<file path="src/rtl/uart_tx_framer_pkg.sv">
// Shared definitions for the UART transmit framer: FSM states, default
// frame parameters and the frame-length helper.
package uart_tx_framer_pkg;

  typedef enum logic {
    IDLE = 1'b0,
    SEND = 1'b1
  } state_t;

  localparam int unsigned DEF_DATA_BITS = 8;
  localparam int unsigned DEF_STOP_BITS = 1;

  // Frame length: start + data + optional parity + stop bits.
  function automatic int unsigned frame_bits(input int unsigned data_bits,
                                             input int unsigned parity_en,
                                             input int unsigned stop_bits);
    return 1 + data_bits + parity_en + stop_bits;
  endfunction

endpackage

</file>
<file path="src/rtl/uart_tx_framer_shift.sv">
// Frame shift register with parity insertion and tick counter; drives the
// registered serial bit and flags the frame-end tick.
module uart_tx_shift
  import uart_tx_framer_pkg::*;
#(
  parameter int unsigned DATA_BITS  = DEF_DATA_BITS,
  parameter int unsigned PARITY_EN  = 0,
  parameter int unsigned PARITY_ODD = 0,
  parameter int unsigned STOP_BITS  = DEF_STOP_BITS
) (
  input  logic                 clk,
  input  logic                 rst,
  input  logic                 load,
  input  logic                 tick,
  input  logic [DATA_BITS-1:0] data,
  output logic                 tx_bit,
  output logic                 last
);

  localparam int unsigned NBITS = frame_bits(DATA_BITS, PARITY_EN, STOP_BITS);
  localparam int unsigned CW    = $clog2(NBITS + 1);
  localparam logic [CW-1:0] END_IDX = CW'(NBITS);

  logic [NBITS-1:0] frame;
  logic [NBITS-1:0] frame_init;
  logic [CW-1:0]    cnt;

  always_comb begin
    frame_init    = '1;
    frame_init[0] = 1'b0;
    for (int unsigned i = 0; i < DATA_BITS; i++) begin
      frame_init[i+1] = data[i];
    end
    if (PARITY_EN != 0) begin
      frame_init[DATA_BITS+1] = (^data) ^ (PARITY_ODD != 0);
    end
  end

  // A load coinciding with a tick is a back-to-back reload: the start bit goes
  // out on that same tick, so the counter resumes at 1.
  always_ff @(posedge clk) begin
    if (!rst) begin
      frame  <= '0;
      cnt    <= '0;
      tx_bit <= 1'b1;
    end else if (load && tick) begin
      frame  <= {1'b1, frame_init[NBITS-1:1]};
      tx_bit <= frame_init[0];
      cnt    <= CW'(1);
    end else if (load) begin
      frame <= frame_init;
      cnt   <= '0;
    end else if (tick) begin
      if (cnt == END_IDX) begin
        cnt <= '0;
      end else begin
        tx_bit <= frame[0];
        frame  <= {1'b1, frame[NBITS-1:1]};
        cnt    <= cnt + 1'b1;
      end
    end
  end

  assign last = (cnt == END_IDX);

endmodule

</file>
<file path="src/rtl/uart_tx_framer.sv">
// UART transmit framer top: valid/ready holding register, IDLE/SEND FSM and
// baud-generator enable around the frame shift register.
module uart_tx_framer
  import uart_tx_framer_pkg::*;
#(
  parameter int unsigned DATA_BITS  = DEF_DATA_BITS,
  parameter int unsigned PARITY_EN  = 0,
  parameter int unsigned PARITY_ODD = 0,
  parameter int unsigned STOP_BITS  = DEF_STOP_BITS
) (
  input  logic                 clk,
  input  logic                 rst,
  input  logic                 clk_bps,
  output logic                 bps_start,
  input  logic [DATA_BITS-1:0] tx_data,
  input  logic                 tx_valid,
  output logic                 tx_ready,
  output logic                 tx,
  output logic                 busy,
  output logic                 frame_done
);

  state_t               state;
  state_t               state_nxt;
  logic [DATA_BITS-1:0] hold_data;
  logic                 hold_full;
  logic                 shift_tick;
  logic                 frame_end;
  logic                 load;
  logic                 last;

  always_ff @(posedge clk) begin
    if (!rst) state <= IDLE;
    else      state <= state_nxt;
  end

  always_comb begin
    state_nxt = state;
    case (state)
      IDLE:    if (hold_full) state_nxt = SEND;
      SEND:    if (frame_end && !hold_full) state_nxt = IDLE;
      default: state_nxt = IDLE;
    endcase
  end

  always_comb begin
    shift_tick = (state == SEND) && clk_bps;
    frame_end  = shift_tick && last;
    load       = hold_full && ((state == IDLE) || frame_end);
  end

  always_ff @(posedge clk) begin
    if (!rst) begin
      hold_data <= '0;
      hold_full <= 1'b0;
    end else if (tx_valid && tx_ready) begin
      hold_data <= tx_data;
      hold_full <= 1'b1;
    end else if (load) begin
      hold_full <= 1'b0;
    end
  end

  // bps_start follows SEND one clock late, dropping together with the final
  // frame-end tick when nothing is waiting to be reloaded.
  always_ff @(posedge clk) begin
    if (!rst) begin
      bps_start  <= 1'b0;
      frame_done <= 1'b0;
    end else begin
      bps_start  <= (state == SEND) && !(frame_end && !hold_full);
      frame_done <= frame_end;
    end
  end

  uart_tx_shift #(
    .DATA_BITS (DATA_BITS),
    .PARITY_EN (PARITY_EN),
    .PARITY_ODD(PARITY_ODD),
    .STOP_BITS (STOP_BITS)
  ) u_shift (
    .clk   (clk),
    .rst   (rst),
    .load  (load),
    .tick  (shift_tick),
    .data  (hold_data),
    .tx_bit(tx),
    .last  (last)
  );

  assign tx_ready = !hold_full;
  assign busy     = (state == SEND) || hold_full;

endmodule

</file>
<file path="config.mk">
export PLATFORM = sky130hd
export DESIGN_NAME = uart_tx_framer
export DESIGN_NICKNAME = d
export VERILOG_FILES = /design/src/rtl/uart_tx_framer_pkg.sv /design/src/rtl/uart_tx_framer_shift.sv /design/src/rtl/uart_tx_framer.sv
export SDC_FILE = /design/constraint.sdc
export NUM_CORES = 1
export LEC_CHECK = 0
export CAP_MARGIN = 20
export CORE_MARGIN = 2
export CORE_UTILIZATION = 52
export DETAILED_ROUTE_END_ITERATION = 8
export PLACE_DENSITY = 0.77
export SKIP_LAST_GASP = 1
export SLEW_MARGIN = 20
export SYNTH_ARGS = -nofsm -noshare
export SYNTH_HDL_FRONTEND = slang
export SYNTH_SLANG_ARGS = --single-unit
</file>
<file path="constraint.sdc">
create_clock -name clk -period 1.7 [get_ports clk]
set_input_delay 0.255 -clock clk [delete_from_list [all_inputs] [get_ports clk]]
set_output_delay 0.255 -clock clk [all_outputs]
set_load 0.1 [all_outputs]
</file>
Word-level counts from Yosys, hierarchy flattened
Cells that the tools add are included.

Register bits: 27. Input bits: 12. Output and inout port bits: 5.

Add/sub/neg operators: 1. Equality and inequality tests: 4. Mux-type cells: 17. Bitwise operators: 2. Reduce and logical (&&, ||, !) cells: 17.

Operators with widths (count): $mux 10 (4); $mux 1 (11); $logic_and 1x1->1 (7); $add 4x1->4 const B (1); $eq 4x4->1 const B (1); $mux 4 (1); $reduce_bool 2->1 (2); $ne 3x1->1 const B (1); $reduce_and 3->1 (1); $reduce_bool 3->1 (1); $reduce_or 3->1 (1); $logic_not 1->1 (2); $logic_or 1x1->1 (2); $ne 2x1->1 const B (1); $ne 2x2->1 const B (1); $not 1->1 (2); $pmux 1 s2 (1); $reduce_and 2->1 (1).

Logic depth before layout (Yosys ltp)
Gate-level depths: netlist of run 1.

Word-level depth: 7. Mapped depth: 5.

Modules after synthesis
From an unflattened synthesis of run 1, not the netlist that was laid out.

Cells, all modules: 133. Area, all modules: 1265.0 sq um.

Modules (own cells, without submodules): uart_tx_shift (instances 1, cells an instance 80, area an instance 779.5 sq um, seq. area each 300.3 sq um); uart_tx_framer (instances 1, cells an instance 53, area an instance 485.5 sq um, seq. area each 240.2 sq um).

Worst setup path after synthesis of run 1
No wires, ideal clock.

Path type: reg2reg. From: reg hold_full. To: reg u_shift.tx_bit. Data arrival time: 1.890 ns. Required time: 1.578 ns. Setup slack: -0.313 ns. Stages on the path, launching flop included: 5. Cell sequence: dfxtp_1 clkinv_1 a21boi_1 nand2_1 a221o_1.

Longest elaborated chain between the ends: 4. Elaborated cells between the ends (all ways): 7. Those cells by class: eq/ne (2); mux (1); reduce/logical (4).

RTL lines: start: declaration (line uart_tx_framer.sv:26) `logic hold_full;`; start signal: assignment (line uart_tx_framer.sv:55) `hold_full <= 1'b0;`; start signal: assignment (line uart_tx_framer.sv:58) `hold_full <= 1'b1;`; start signal: assignment (line uart_tx_framer.sv:60) `hold_full <= 1'b0;`; $logic_and 1x1->1 * (line uart_tx_framer.sv:49) `load = hold_full && ((state == IDLE) || frame_end);`; $logic_and 1x1->1 (line uart_tx_framer_shift.sv:46) `end else if (load && tick) begin`; $ne 2x2->1 (no source line) (tied with other cells); $reduce_and 3->1 (no source line); end signal: assignment (line uart_tx_framer_shift.sv:48) `tx_bit <= frame_init[0];`; end signal: assignment (line uart_tx_framer_shift.sv:57) `tx_bit <= frame[0];`; end: declaration (line uart_tx_framer_shift.sv:16) `output logic tx_bit,`.

Mark *: on every way between the ends. The rest lies on a longest branch, timed or not. A chain may end at the register's enable or synchronous reset.

Worst setup path after layout of run 1
From: reg hold_full. To: out busy.

Longest elaborated chain between the ends: 1.

RTL lines: $logic_or 1x1->1 (line uart_tx_framer.sv:92) `assign busy = (state == SEND) || hold_full;`; end: declaration (line uart_tx_framer.sv:19) `output logic busy,`.

Every way passes these cells.

==> results of run 1 <==
==> cells by family after synthesis <==
logic type / Yosys count
buf+inv: 11
flops: 27
simple gates: 41
compound gates: 40
xor+xnor: 1
mux: 9
==> placed cells by master, fill, tap and decap left out, drive strengths merged <==
| cell type | count |
|---|---|
| clkbuf | 3 |
| a21oi | 11 |
| nand3b | 2 |
| a21o | 1 |
| o32ai | 6 |
| nand2 | 8 |
| nor2 | 16 |
| inv | 2 |
| or4b | 1 |
| clkinv | 2 |
| mux2i | 9 |
| nand4b | 1 |
| a211o | 1 |
| o21ai | 5 |
| and4bb | 1 |
| nand4bb | 1 |
| a221o | 1 |
| nor3 | 2 |
| clkdlybuf4s50 | 11 |
| o41ai | 1 |
| dfxtp | 27 |
| o2111ai | 1 |
| nand2b | 1 |
| a21boi | 2 |
| or2 | 1 |
| nand3 | 2 |
| buf | 15 |
| and2 | 1 |
| nor2b | 3 |
| or3 | 1 |
| a31oi | 3 |
| o31ai | 1 |
| o221ai | 6 |
| o211ai | 1 |
| xor2 | 1 |
==> stage by stage <==
stage / std cells / power [mW] / setup TNS, ns / hold slack [ns] / setup slack, ns
after detailed placement: 175 / 1.04 / -0.00165 / 0.478 / -0.00165
after global placement: 175 / 1.03 / 0 / 0.469 / 0.0452
final: 179 / 1.30 / 0 / 0.492 / 0.0501
after CTS: 179 / 1.30 / 0 / 0.491 / 0.0407
after floorplan: 129 / 0.922 / 0 / 0.371 / 0.142
after global routing: 179 / 1.36 / 0 / 0.518 / 0.00100
==> worst paths after layout <==
kind                                  startpoint  depth (start not counted)  slack [ns]                to
worst max-delay path                   hold_full                          3        0.05              busy
worst max register to register    u_shift.cnt[2]                          4        0.21    u_shift.cnt[3]
worst min register to register  u_shift.frame[9]                          2        0.49  u_shift.frame[8]
worst min-delay path            u_shift.frame[9]                          2        0.49  u_shift.frame[8]
==> flip-flops by register name (all words and copies together), names as in the netlist <==
register and count:
u_shift.frame 10, hold_data 8, u_shift.cnt 4, bps_start 1, frame_done 1, hold_full 1
state 1, u_shift.tx_bit 1
==> final cells by class <==
| cell class | instances | area (um^2) | area share, % |
|---|---|---|---|
| flip-flops and latches | 27 | 541 | 36.2 |
| clock inverters | 1 | 5.00 | 0.335 |
| clock buffers | 3 | 22.5 | 1.51 |
| repair buffers | 26 | 285 | 19.1 |
| well taps | 28 | 35.0 | 2.34 |
| inverters | 3 | 12.5 | 0.837 |
| multi-input cells | 91 | 594 | 39.7 |
==> report_power, final <==
group | switching (mW) | leakage, nW | internal [mW]
registers | 0.0395 | 0.222 | 0.680
logic | 0.170 | 0.328 | 0.139
clock network | 0.179 | 0.0177 | 0.0881
==> layer usage <==
metal  vias to the layer above  part of all wire [%]  GRT usage (%)
li1                        527                     -              -
met1                       507                    44           27.9
met2                        39                    49           35.7
met3                         4                   4.7           2.87
met4                         0                   1.7           10.1
met5                         -                     0              0
==> critical path, delay by kind of cell (launching register included) <==
kind | cells | cell delay (ns)
buffers and inverters | 2 | 0.35
DFF | 1 | 0.40
and+or+nand+nor | 1 | 0.32
==> results.yml, run 1 <==
route:
  drt_first_iter_violations: 40
  drt.antenna.violating_nets: 0
  wirelength_um: 2620
  routedWlPerCell_um: 14.6
  post_drt_via_cell_ratio: 6.02
  remaining_drcs: 0
  detailroute.via_count: 1077
  detail_route.first_pass.iterations: 4
clock_network:
  latest_clock_arrival_within_the_worst_skew_pair_ns: 0.32
  number_of_sinks_handled_by_clock_tree_synthesis: 27
  clkSlewWorstSetupHoldPaths_ns: 0.14
  root_buffer: "sky130_fd_sc_hd__clkbuf_4"
  number_of_buffers_created_by_cts: 3
  cts_tree: "done"
  cts-htree-levels: 1
  clk_path_buf_depth: 2
  cts.hold.buffers_added: 0
  post_cts_resize_count: 0
  cts_setup_buffers: 0
sta:
  timing_worst_slew_pin_value_ns: 0.360
  timing.final.setup_violations: 0
  min_period_ns: 1.65
  final_min_period_over_clock_period_pct: 97.1
  timing_hold_violations_final: 0
  fmax_mhz: 606
  fin_skew_ns: 0.00166
  rsz0062_at_grt: "no"
  max_slew_margin_pct: 75.8
  report.final.slew_viol_count: 0
finish:
  design_area_final_um2: 1500
  nNetsFinal: 164
  antenna-diode-count: 0
  layout-area-overhead-vs-synth_pct: 26.5
  fillCellCount: 168
  layout.core_utilization_pct: 68.2
  post_route_cells_drive_above_1_share_pct: 15.9
placed_design:
  port-buffer-count: 16
  hpwl_um: 1930
  place_congestion: 0.893
  dpl_cell_area_um2: 1470
global_routing:
  grt_max_degree: 16
  grt_pass1_wl_um: 4320
  globalRouteTotalUtil_pct: 21.6
  grt_antenna_before_repair: 0
  grt_pass1_vias: 974
  overflow: 0
power_and_ir_drop:
  vdd_ir_drop_max_mv: 0.656
  power_density_nw_per_um2: 867
  p_leak_nw: 0.568
setup_path:
  worstPathArrival_ns: 1.39
  critical-path-max-stage-delay_ns: 0.40
  crit_chain: "buf_4 -> or2_2 -> buf_12"
  worst-path-max-fanout: 7
  cp.required_ns: 1.44
  cp_capture_type: "output pin"
  start_kind: "flop"
  critical-path-slowest-cell: "sky130_fd_sc_hd__dfxtp_1"
  crit_type: "reg2out"
synth:
  mappedNetlistNets: 141
  yosys.area_share.adder_pct: 0
  post-synth-top-count-cell: "sky130_fd_sc_hd__dfxtp_1"
  postSynthAreaPerCell_um2: 9.17
  synth_largest_area_cell: "sky130_fd_sc_hd__dfxtp_1"
  synth.cell_area_um2: 1180
  synth.top_cells.by_area: "sky130_fd_sc_hd__dfxtp_1 46%, sky130_fd_sc_hd__mux2i_1 7.6%, sky130_fd_sc_hd__nor2_1 5.1%, sky130_fd_sc_hd__o221ai_1 4.4%, sky130_fd_sc_hd__o32ai_1 4.4%"
  synth_compound_gate_area_share_pct: 23.8
  yosys-mux-area-fraction_pct: 7.62
  synth_top_flop_cell: "sky130_fd_sc_hd__dfxtp_1"
  synth-async-reset-ratio_pct: 0
  distinct_cell_type_count_after_synthesis: 38
  synth_enable_flop_cells: 0
  ys_seq_area_share_pct: 45.7
  netlist.area_leader.share_pct: 45.7
  synthSimpleGateAreaFrac_pct: 18.1
  post_synth_xor_area_fraction_pct: 0.741
  dominant_combinational_cell_family_by_area_after_synthesis: "compound AO/OA/AOI/OAI gates"
  synth_common_cells: "27 x sky130_fd_sc_hd__dfxtp_1, 16 x sky130_fd_sc_hd__nor2_1, 10 x sky130_fd_sc_hd__a21oi_1"
  syn_inst: 129
  number_of_storage_elements_in_the_synthesis_netlist: 27
  yosysWarnings: 0
flow_run:
  max_cap_viol_count: 0
floorplan:
  design.die.area_um2: 2670
  fp.dieW_um: 51.7
  die_boundary_height_um: 51.7
  core_um2: 2190
  io_pins: 17
  core.rowCount: 17
  start_util_pct: 54.0
hold_path:
  holdCritPathClass: "reg2reg"
run_status:
  outcome: "finished clean"
No activity file was read; power rests on OpenSTA's default activity.
==> run 2, diff against run 1 <==
--- a/config.mk
+++ b/config.mk
@@ -7,11 +7,12 @@
 export LEC_CHECK = 0
 export CAP_MARGIN = 20
 export CORE_MARGIN = 2
-export CORE_UTILIZATION = 52
+export CORE_UTILIZATION = 53
 export DETAILED_ROUTE_END_ITERATION = 8
 export PLACE_DENSITY = 0.77
 export SKIP_LAST_GASP = 1
 export SLEW_MARGIN = 20
 export SYNTH_ARGS = -nofsm -noshare
 export SYNTH_HDL_FRONTEND = slang
+export SYNTH_HIERARCHICAL = 1
 export SYNTH_SLANG_ARGS = --single-unit
==> results.yml, run 2 <==
route:
  drt.antenna.violating_nets: 0
  drt_first_iter_violations: 29
  detailroute.via_count: 1057
  remaining_drcs: 0
  wirelength_um: 2590
  detail_route.first_pass.iterations: 5
  routedWlPerCell_um: 13.6
  post_drt_via_cell_ratio: 5.56
setup_path:
  cp_top_family: "simple AND/OR/NAND/NOR gates"
  start_kind: "flop"
  cp-startpoint: "u_shift/cnt[0]"
  regToRegStartpoint: "u_shift/cnt[0]"
  worstPathArrival_ns: 1.88
  cp_capture_type: "flop"
  cp.required_ns: 1.92
  crit_chain: "nand4bb_4 -> clkinv_4 -> nand2_4 -> a21oi_4 -> or2b_4 -> nor2_4 -> a222oi_1 -> nor2b_1"
  critical-path-max-stage-delay_ns: 0.34
  crit_type: "reg2reg"
  critical-path-slowest-cell: "sky130_fd_sc_hd__dfxtp_2"
  worstPathBufferInverterCount: 1
  worst-path-max-fanout: 7
sta:
  fin_skew_ns: 0.00280
  min_period_ns: 1.66
  timing_hold_violations_final: 0
  rsz0062_at_grt: "yes"
  postLayoutSetupSlackWorst_ns: 0.0447
  fmax_mhz: 604
  timing_worst_slew_pin_value_ns: 0.298
  max_slew_margin_pct: 80.1
  final_min_period_over_clock_period_pct: 97.4
  report.final.slew_viol_count: 0
  worst_hold_slack_ns: 0.469
  timing.final.setup_violations: 0
finish:
  mostFrequentLayoutCells: "24 x sky130_fd_sc_hd__dfxtp_1, 23 x sky130_fd_sc_hd__nand2_1, 15 x sky130_fd_sc_hd__buf_4, 12 x sky130_fd_sc_hd__nor2b_1, 11 x sky130_fd_sc_hd__clkdlybuf4s50_1"
  top_register: "u_shift/frame"
  layout.core_utilization_pct: 74.9
  antenna-diode-count: 0
  nNetsFinal: 175
  fillCellCount: 168
  layout-area-overhead-vs-synth_pct: 32.2
  post_route_cells_drive_above_1_share_pct: 32.1
  layout_top_registers: "u_shift/frame x10, hold_data x8, u_shift/cnt x4"
  most_common_library_cell_in_the_layout_ignoring_fill_and_taps: "sky130_fd_sc_hd__dfxtp_1"
  largest_register_ffs: 10
  design_area_final_um2: 1670
floorplan:
  io_pins: 17
  core.rowCount: 17
  core_um2: 2230
  fp.dieW_um: 52.9
  design.die.area_um2: 2790
  die_boundary_height_um: 52.9
  start_util_pct: 56.6
global_routing:
  grt_pass1_vias: 1069
  globalRouteTotalUtil_pct: 21.4
  overflow: 0
  grt_pass1_wl_um: 4330
  grt_max_degree: 26
  grt_antenna_before_repair: 0
placed_design:
  dpl_cell_area_um2: 1630
  place_congestion: 0.754
  port-buffer-count: 16
  hpwl_um: 1880
  detailedPlace.worstSlack_ns: -0.207
power_and_ir_drop:
  post-layout-total-power_mw: 1.22
  power_density_nw_per_um2: 729
  p_leak_nw: 0.641
  vdd_ir_drop_max_mv: 0.649
clock_network:
  cts.hold.buffers_added: 0
  clk_path_buf_depth: 2
  latest_clock_arrival_within_the_worst_skew_pair_ns: 0.32
  cts_tree: "done"
  cts-htree-levels: 1
  number_of_buffers_created_by_cts: 3
  cts_setup_buffers: 0
  number_of_sinks_handled_by_clock_tree_synthesis: 27
  clkSlewWorstSetupHoldPaths_ns: 0.14
  root_buffer: "sky130_fd_sc_hd__clkbuf_4"
synth:
  netlist.area_leader.share_pct: 42.7
  synth_largest_area_cell: "sky130_fd_sc_hd__dfxtp_1"
  synth-async-reset-ratio_pct: 0
  synth.cell_area_um2: 1260
  distinct_cell_type_count_after_synthesis: 37
  synth_common_cells: "27 x sky130_fd_sc_hd__dfxtp_1, 24 x sky130_fd_sc_hd__nand2_1, 12 x sky130_fd_sc_hd__nor2b_1"
  synth.top_cells.by_area: "sky130_fd_sc_hd__dfxtp_1 43%, sky130_fd_sc_hd__a21boi_2 7.1%, sky130_fd_sc_hd__nand2_1 7.1%, sky130_fd_sc_hd__nor2b_1 5.9%, sky130_fd_sc_hd__a222oi_1 5.5%"
  number_of_storage_elements_in_the_synthesis_netlist: 27
  synth_top_flop_cell: "sky130_fd_sc_hd__dfxtp_1"
  synth_enable_flop_cells: 0
  postSynthAreaPerCell_um2: 9.51
  post-synth-top-count-cell: "sky130_fd_sc_hd__dfxtp_1"
  ys_seq_area_share_pct: 42.7
  syn_inst: 133
  yosysWarnings: 6
  mappedNetlistNets: 145
hold_path:
  min_from: "tx_data[6]"
  holdCritPathClass: "in2reg"
flow_run:
  max_cap_viol_count: 0
run_status:
  outcome: "finished clean"
[run 2: path summary, 6_finish.rpt]
check	end	depth (start not counted)	slack, ns
worst max-delay path	u_shift/frame[4]	8	0.04
worst min-delay path	hold_data[6]	3	0.47
worst max register to register	u_shift/frame[4]	8	0.04
worst min register to register	u_shift/frame[8]	2	0.47
[run 2: final cells by class]
class                      count  area [um^2]  share of cell area, %
clock buffer                   4         26.3                   1.57
timing repair buffer          33          363                   21.7
inverter                       3         20.0                   1.20
multi-input combinational     95          682                   40.8
sequential                    27          547                   32.7
tap                           28         35.0                   2.09
[run 2: power breakdown]
group | internal [mW] | switching, mW
clock network | 0.0920 | 0.183
logic | 0.128 | 0.136
registers | 0.661 | 0.0208
[run 2: timing repair]
action,CTS,global route
gates cloned,0,0
setup endpoints to repair,3,7
gates resized for setup,0,5
pin swaps,1,1
[run 2: cell families after synthesis]
kind of cell           share of synthesized area [%]
AO/OA/AOI/OAI                                   22.4
XOR/XNOR                                       0.693
buffers and inverters                           4.85
flip-flops                                      42.7
multiplexers                                    6.23
AND/OR/NAND/NOR                                 23.1
[run 2: per-stage QoR]
stage | cells | setup TNS (ns)
finish | 190 | 0
global route | 190 | -0.0568
CTS | 190 | 0
detailed placement | 186 | -1.58
global placement | 186 | -1.21
floorplan | 133 | -1.26
[run 2: metal layers]
metal,GRT usage (%),part of all wire (%),vias to the layer above
met5,0,0,-
li1,-,-,529
met2,40.2,53,14
met3,3.39,2.2,5
met4,11.5,2.3,0
met1,22.3,43,509
[run 2: worst min-delay path, stage by stage]
cell and delay [ns]:
sky130_fd_sc_hd__clkdlybuf4s50_1 0.39, sky130_fd_sc_hd__nand2_1 0.07, sky130_fd_sc_hd__a21boi_2 0.05
==> run 3, diff against run 2 <==
--- a/config.mk
+++ b/config.mk
@@ -6,10 +6,11 @@
 export NUM_CORES = 1
 export LEC_CHECK = 0
 export CAP_MARGIN = 20
+export CORE_ASPECT_RATIO = 0.5
 export CORE_MARGIN = 2
-export CORE_UTILIZATION = 53
+export CORE_UTILIZATION = 48
 export DETAILED_ROUTE_END_ITERATION = 8
-export PLACE_DENSITY = 0.77
+export PLACE_DENSITY = 0.74
 export SKIP_LAST_GASP = 1
 export SLEW_MARGIN = 20
 export SYNTH_ARGS = -nofsm -noshare
==> constraint.sdc (replaced) <==
create_clock -name clk -period 1.33 [get_ports clk]
set_input_delay 0.1995 -clock clk [delete_from_list [all_inputs] [get_ports clk]]
set_output_delay 0.1995 -clock clk [all_outputs]
set_load 0.1 [all_outputs]
==> results.yml, run 3 (synthesis gave the netlist of run 2 again) <==
run_status:
  outcome: "finished, violations left"
  violated_checks: "negative setup slack"
finish:
  mostFrequentLayoutCells: "23 x sky130_fd_sc_hd__dfxtp_1, 23 x sky130_fd_sc_hd__buf_4, 22 x sky130_fd_sc_hd__nand2_1, 12 x sky130_fd_sc_hd__nor2b_1, 10 x sky130_fd_sc_hd__clkdlybuf4s50_1"
  nNetsFinal: 189
  layout.core_utilization_pct: 73.2
  layout-area-overhead-vs-synth_pct: 47.9
  top_register: "u_shift/frame"
  antenna-diode-count: 0
  post_route_cells_drive_above_1_share_pct: 42.6
  fillCellCount: 196
  layout_top_registers: "u_shift/frame x10, hold_data x8, u_shift/cnt x4"
  largest_register_ffs: 10
  layout.cells.non_filler: 213
setup_path:
  start_kind: "flop"
  r2r_setup_slack_ns: -0.33
  cp_capture_type: "flop"
  cp.required_ns: 1.49
  crit_type: "reg2reg"
  worst-path-max-fanout: 7
  r2r.worst_path.cells: 8
  regToRegStartpoint: "u_shift/cnt[2]"
  worst_r2r_endpoint: "u_shift/frame[6]"
  worstPathArrival_ns: 1.82
floorplan:
  core_um2: 2550
  io_pins: 17
  fp.dieW_um: 76.6
  start_util_pct: 49.5
  die_boundary_height_um: 40.3
  design.die.area_um2: 3090
  core.rowCount: 13
global_routing:
  grt_max_degree: 26
  globalRouteTotalUtil_pct: 20.2
  grt_antenna_before_repair: 0
  overflow: 0
  grt_pass1_vias: 995
  grt_pass1_wl_um: 4690
placed_design:
  detailedPlace.worstSlack_ns: -0.502
  hpwl_um: 1790
  placed_cells: 195
  place_congestion: 0.713
  port-buffer-count: 16
clock_network:
  latest_clock_arrival_within_the_worst_skew_pair_ns: 0.27
  clk_path_buf_depth: 2
  number_of_sinks_handled_by_clock_tree_synthesis: 27
  cts_tree: "done"
  clkSlewWorstSetupHoldPaths_ns: 0.09
  cts-htree-levels: 1
  root_buffer: "sky130_fd_sc_hd__clkbuf_8"
  number_of_buffers_created_by_cts: 3
sta:
  report.final.slew_viol_count: 0
  max_slew_margin_pct: 77.3
  rsz0062_at_grt: "yes"
  postLayoutSetupSlackWorst_ns: -0.327
  timing_hold_violations_final: 0
  timing_worst_slew_pin_value_ns: 0.340
  fmax_mhz: 604
  final_min_period_over_clock_period_pct: 125
  min_period_ns: 1.66
  timing.final.setup_violations: 18
  fin_skew_ns: 0.00208
flow_run:
  max_cap_viol_count: 0
hold_path:
  min_from: "clk_bps"
  holdCritPathClass: "in2reg"
  worstHoldEndpoint: "bps_start"
  number_of_cells_traversed_by_the_worst_hold_path: 2
route:
  detailroute.via_count: 1127
  drt_first_iter_violations: 62
  remaining_drcs: 0
  wirelength_um: 3060
  routedWlPerCell_um: 14.3
  post_drt_via_cell_ratio: 5.29
  drt.antenna.violating_nets: 0
  detail_route.first_pass.iterations: 4
power_and_ir_drop:
  vdd_ir_drop_max_mv: 0.661
  power_density_nw_per_um2: 927
  post-layout-total-power_mw: 1.73
  p_leak_nw: 0.730
run 3: cell types whose count changed in the layout (fill, tap and decap cells not counted), sizes merged:
| cell | change |
|---|---|
| clkdlybuf4s50 | -1 |
| clkbuf | -1 |
| dlygate4sd2 | +1 |
| clkinv | +1 |
| buf | +14 |
run 3: worst max-delay path: stages, from the launching register on:
cell and delay, ns:
sky130_fd_sc_hd__dfxtp_2 0.33, sky130_fd_sc_hd__nand4bb_4 0.24, sky130_fd_sc_hd__clkinv_4 0.08, sky130_fd_sc_hd__nand2_4 0.05
sky130_fd_sc_hd__a21oi_4 0.18, sky130_fd_sc_hd__or2b_4 0.16, sky130_fd_sc_hd__nor2_4 0.06, sky130_fd_sc_hd__a222oi_1 0.36
sky130_fd_sc_hd__nor2b_1 0.09
run 3: how the worst max path moves through the flow:
stage,start,to,cells past startpoint
after floorplan,hold_full,u_shift/frame[2],7
after global placement,clk_bps,u_shift/frame[4],6
after detailed placement,clk_bps,u_shift/frame[2],6
after CTS,u_shift/cnt[2],u_shift/frame[6],8
after global routing,u_shift/cnt[2],u_shift/frame[6],8
final,u_shift/cnt[2],u_shift/frame[6],8
run 3: per-stage QoR:
step	setup TNS, ns	hold WS, ns	instance area (um^2)
floorplan	-6.68	0.307	1290
global placement	-5.13	0.450	1630
detailed placement	-5.68	0.449	1630
CTS	-2.66	0.330	1790
global route	-5.13	0.384	1870
finish	-3.65	0.388	1870
run 3: final cells by class:
type                            instances  area (um^2)  share of cell area, %
Multi-Input combinational cell         95          729                   39.0
Tap cell                               37         46.3                   2.47
Inverter                                3         20.0                   1.07
Sequential cell                        27          548                   29.3
Clock inverter                          1         5.00                  0.268
Timing Repair Buffer                   47          480                   25.7
Clock buffer                            3         41.3                   2.21
run 3: report_power, final:
part,leakage (nW),switching [mW],internal [mW]
Combinational,0.482,0.198,0.194
Clock,0.0255,0.256,0.210
Sequential,0.222,0.0301,0.844
run 3: metal layers:
layer / up-vias / global-route usage [%] / wire length [um]
met2: 34 / 34.7 / 1380
met5: - / 0 / 0
met4: 0 / 6.82 / 48
met1: 533 / 25.6 / 1480
li1: 553 / - / -
met3: 7 / 5.63 / 142
run 3: timing repair:
| item | CTS | global route |
|---|---|---|
| gates resized for setup | 15 | 8 |
| buffers inserted | 8 | 6 |
| setup endpoints to repair | 16 | 16 |
| hold buffers | 0 | 0 |
| pin swaps | 14 | 7 |
